<file path="config.mk">
export PLATFORM = sky130hd
export DESIGN_NAME = counter_sync_updown_mod
export DESIGN_NICKNAME = d
export VERILOG_FILES = /design/src/rtl/counter_sync_updown_mod.sv
export SDC_FILE = /design/constraint.sdc
export NUM_CORES = 1
export LEC_CHECK = 0
export BUFFER_PORTS_ARGS = -buffer_cell sky130_fd_sc_hd__buf_2
export CORE_AREA = 2 2 39 41
export DETAILED_ROUTE_END_ITERATION = 6
export DIE_AREA = 0 0 41 43
export GPL_ROUTABILITY_DRIVEN = 0
export SYNTH_ARGS = -nofsm -noshare
export SYNTH_HDL_FRONTEND = slang
export SYNTH_SLANG_ARGS = --single-unit
</file>
<file path="constraint.sdc">
create_clock -name Clk -period 1.8 [get_ports Clk]
set_input_delay 0.09 -clock Clk [delete_from_list [all_inputs] [get_ports Clk]]
set_output_delay 0.09 -clock Clk [all_outputs]
set_load 0.005 [all_outputs]
</file>
<file path="src/rtl/counter_sync_updown_mod.sv">
// Synchronous up/down modulo counter with load, enable, wrap/saturate and cascade flags.
// State updates on the falling edge of Clk; Clr clears asynchronously.
module counter_sync_updown_mod #(
  parameter int WIDTH    = 4,
  parameter int MODULUS  = 16,
  parameter bit SATURATE = 1'b0
) (
  input  logic             Clk,
  input  logic             Clr,
  input  logic             En,
  input  logic             Up,
  input  logic             Load,
  input  logic [WIDTH-1:0] Din,
  output logic [WIDTH-1:0] count,
  output logic             Tc,
  output logic             Wrap
);

  localparam logic [WIDTH-1:0] LP_MAX = WIDTH'(MODULUS - 1);

  logic [WIDTH-1:0] r_count;
  logic             r_wrap;
  logic [WIDTH-1:0] w_next_count;
  logic             w_next_wrap;
  logic             w_at_max;
  logic             w_at_zero;

  assign w_at_max  = (r_count == LP_MAX);
  assign w_at_zero = (r_count == '0);

  always_comb begin
    w_next_count = r_count;
    w_next_wrap  = 1'b0;
    if (Load) begin
      w_next_count = (Din > LP_MAX) ? LP_MAX : Din;
    end else if (En) begin
      if (Up) begin
        if (w_at_max) begin
          if (!SATURATE) begin
            w_next_count = '0;
            w_next_wrap  = 1'b1;
          end
        end else if (r_count < LP_MAX) begin
          w_next_count = r_count + WIDTH'(1);
        end else begin
          // an out-of-range value recovers to zero without flagging a wrap
          w_next_count = '0;
        end
      end else begin
        if (w_at_zero) begin
          if (!SATURATE) begin
            w_next_count = LP_MAX;
            w_next_wrap  = 1'b1;
          end
        end else begin
          w_next_count = r_count - WIDTH'(1);
        end
      end
    end
  end

  always_ff @(negedge Clk or posedge Clr) begin
    if (Clr) begin
      r_count <= '0;
      r_wrap  <= 1'b0;
    end else begin
      r_count <= w_next_count;
      r_wrap  <= w_next_wrap;
    end
  end

  assign count = r_count;
  assign Wrap  = r_wrap;
  assign Tc    = En & (Up ? w_at_max : w_at_zero);

endmodule
</file>
==> results by group <==
Drt
  • Vias per Instance: 4.425
  • Total vias in the final route: 385
  • 1st-iter DRT viols: 4
  • DRT Pass-1 Iters: 3
  • Antenna Nets Post-Route: 0
  • Residual DRC: 0
  • Final WL: 929 um
  • Wire length per cell: 10.68 um

Power
  • Power density cells: 755.5 nW/um^2
  • Leakage power: 0.0002947 uW
  • Peak supply drop: 0.4210 mV

Layout
  • Area delta synth->final: 73.87%
  • Nets: 83
  • Post-layout util: 45.12%
  • Share of cells above drive strength 1: 54.93%
  • Design area: 624.3 sq um
  • Diodes inserted: 0
  • Non-filler instance count after layout: 87

Clocking
  • Hold-fix buffers at CTS: 0
  • CTS tree: built
  • H-tree depth reported by CTS: 1
  • Worst-Skew Late Latency: 0.26 ns
  • Clock Sinks: 5
  • Root buf cell: clkbuf_4
  • CTS Buffer Depth: 2
  • CTS Buf Count: 3
  • Worst-path clk slew: 0.04 ns

STA
  • RSZ-0062 raised after global routing: true
  • Slew Limit Fails: 0
  • Least-Margin Pin Slew: 0.2086 ns
  • Worst Skew: 0.005254 ns
  • Final WS setup: -0.5605 ns
  • Final Hold Viols: 0
  • Hold slack: 0.5141 ns
  • Slew HR: 86.03%
  • # setup viols final: 5

Global routing
  • Initial antenna violation count: 0
  • Global-route wire length before repair: 1.380 mm
  • Gr usage total: 11.65%
  • GR Overflow Total: 0
  • Number of global-route vias before repair: 347
  • Largest net degree at the start of global routing: 11

Critical path
  • Worst EP arrival: 2.27 ns
  • Critical Path RT: 1.71 ns
  • Kind of start point of the critical path: flop
  • Critical path capture point type: output pin
  • Largest stage delay on the critical path: 0.42 ns
  • WS Path Type: reg2out
  • Cell with the largest stage delay on the worst path: dfrtn_1
  • CP Max Fanout: 2
  • CP Cell Sequence: inv_2 -> ha_4 -> nand2b_4 -> nor3_2 -> a41oi_2 -> nor2b_1 -> buf_2

Yosys
  • Synth async-reset ratio: 100.0%
  • Synth area leader: dfrtn_1
  • Flops & latches, synth: 5
  • Syn nets: 52
  • Top cell type's share of synthesized area: 34.84%
  • Mean post-synth cell area: 8.758 sq um
  • Mapped Area: 359.1 sq um
  • Synth area leaders: dfrtn_1 35%, xnor2_1 7.3%, ha_1 7.0%
  • Synthesis Warnings: 0
  • Post-synthesis cell type count: 21
  • Sequential area share after synthesis: 34.84%
  • Post-synth EDFFs: 0
  • Post-synth top cells: 5 x dfrtn_1, 5 x o21ai_0, 4 x nand2_1
  • Dominant synthesized flop cell: dfrtn_1
  • Gate Count Post-Synth: 41

Floorplanning
  • Die W: 41 um
  • Row count: 14
  • I/O Pins: 15
  • Core area: 1384 sq um
  • Die span in y: 43 um
  • Die footprint: 1763 sq um
  • Initial Util: 25.95%

Placed design
  • Pre-CTS setup slack: -0.3503 ns
  • DP Cell Count: 81
  • DP Area: 553.0 sq um
  • PortBufs: 14
  • Dpl hpwl: 698.3 um

Job
  • Max Cap Viol: 0

Status
  • Violated checks: setup timing
  • Run status: complete, but fails checks

Min path
  • Worst min path class: in2async
==> cell type report <==
type	instances	area (sq um)
Tap cell	16	20.02
Sequential cell	5	125.1
Timing Repair Buffer	27	177.7
Clock buffer	4	26.28
Multi-Input combinational cell	31	260.3
Inverter	4	15.01
Fill cell	146	759.5
==> through the flow <==
step,total power (uW),TNS (ns)
floorplan,234.0,-0.2952
global placement,315.6,-0.4847
detailed placement,318.2,-0.5242
CTS,472.1,-1.263
global route,505.9,-1.496
finish,471.7,-1.270
==> flip-flops by register name, summed over array words and instances (netlist names) <==
| register | cells |
|---|---|
| Wrap | 1 |
| count | 4 |
==> power by group <==
| part | leakage [uW] | internal (uW) | switching [uW] | total, uW |
|---|---|---|---|---|
| logic | 0.000218 | 114 | 86.0 | 200 |
| registers | 0.0000621 | 127 | 11.6 | 139 |
| clock network | 0.0000150 | 84.0 | 49.1 | 133 |
| total | 0.000295 | 325 | 147 | 472 |
==> path summary, 6_finish.rpt <==
kind,endpoint,cells past startpoint,start,slack [ns]
max in group asynchronous,count[1],2,Clr,1.07
worst max register to register,count[3],6,count[3],0.37
min in group Clk,Tc,3,En,0.57
worst min-delay path,Wrap,2,Clr,0.51
worst min register to register,count[1],3,count[1],0.68
worst max-delay path,Tc,7,count[0],-0.56
==> layout by cell type (no fill, tap or decap), drive strengths merged <==
| master | n |
|---|---|
| inv | 4 |
| nor2 | 1 |
| nand4 | 1 |
| nor3 | 1 |
| nand2b | 3 |
| a41oi | 1 |
| nor3b | 2 |
| dfrtn | 5 |
| ha | 2 |
| nand2 | 4 |
| o21ai | 5 |
| clkbuf | 4 |
| o31ai | 1 |
| a31oi | 1 |
| buf | 27 |
| xnor2 | 3 |
| nor2b | 1 |
| a21boi | 1 |
| o311a | 1 |
| a21oi | 2 |
| mux2i | 1 |
==> logic make-up (layout without fill, tap and decap cells) <==
family	Yosys count	after routing	synth area share [%]
compound gates	12	12	23.34
xor+xnor	3	3	7.318
fa+ha+maj	2	2	6.968
buf+inv	5	35	5.224
flops	5	5	34.84
mux	1	1	2.788
simple gates	13	13	19.51
==> routing by layer <==
layer | track usage, % | vias to the layer above | wire (um)
met4 | 2.000 | 0 | 0
li1 | - | 204 | -
met3 | 6.283 | 0 | 71
met1 | 13.83 | 168 | 402
met5 | 0 | - | 0
met2 | 18.13 | 13 | 455
==> worst max-delay path: cells and delay by family (launching register included) <==
family | cells | cell delay (ns)
flops | 1 | 0.42
buf+inv | 2 | 0.18
compound gates | 1 | 0.18
fa+ha+maj | 1 | 0.17
simple gates | 3 | 0.17
==> repair_timing <==
| action | 4_1_cts | 5_1_grt |
|---|---|---|
| buffers inserted | 2 | 0 |
| endpoints found under the hold margin | 0 | 0 |
| endpoints found under the setup margin | 5 | 5 |
| gates resized for setup | 3 | 2 |
| gates cloned | 0 | 0 |
| pin swaps | 0 | 1 |
Power figures use the tool's default switching activity.
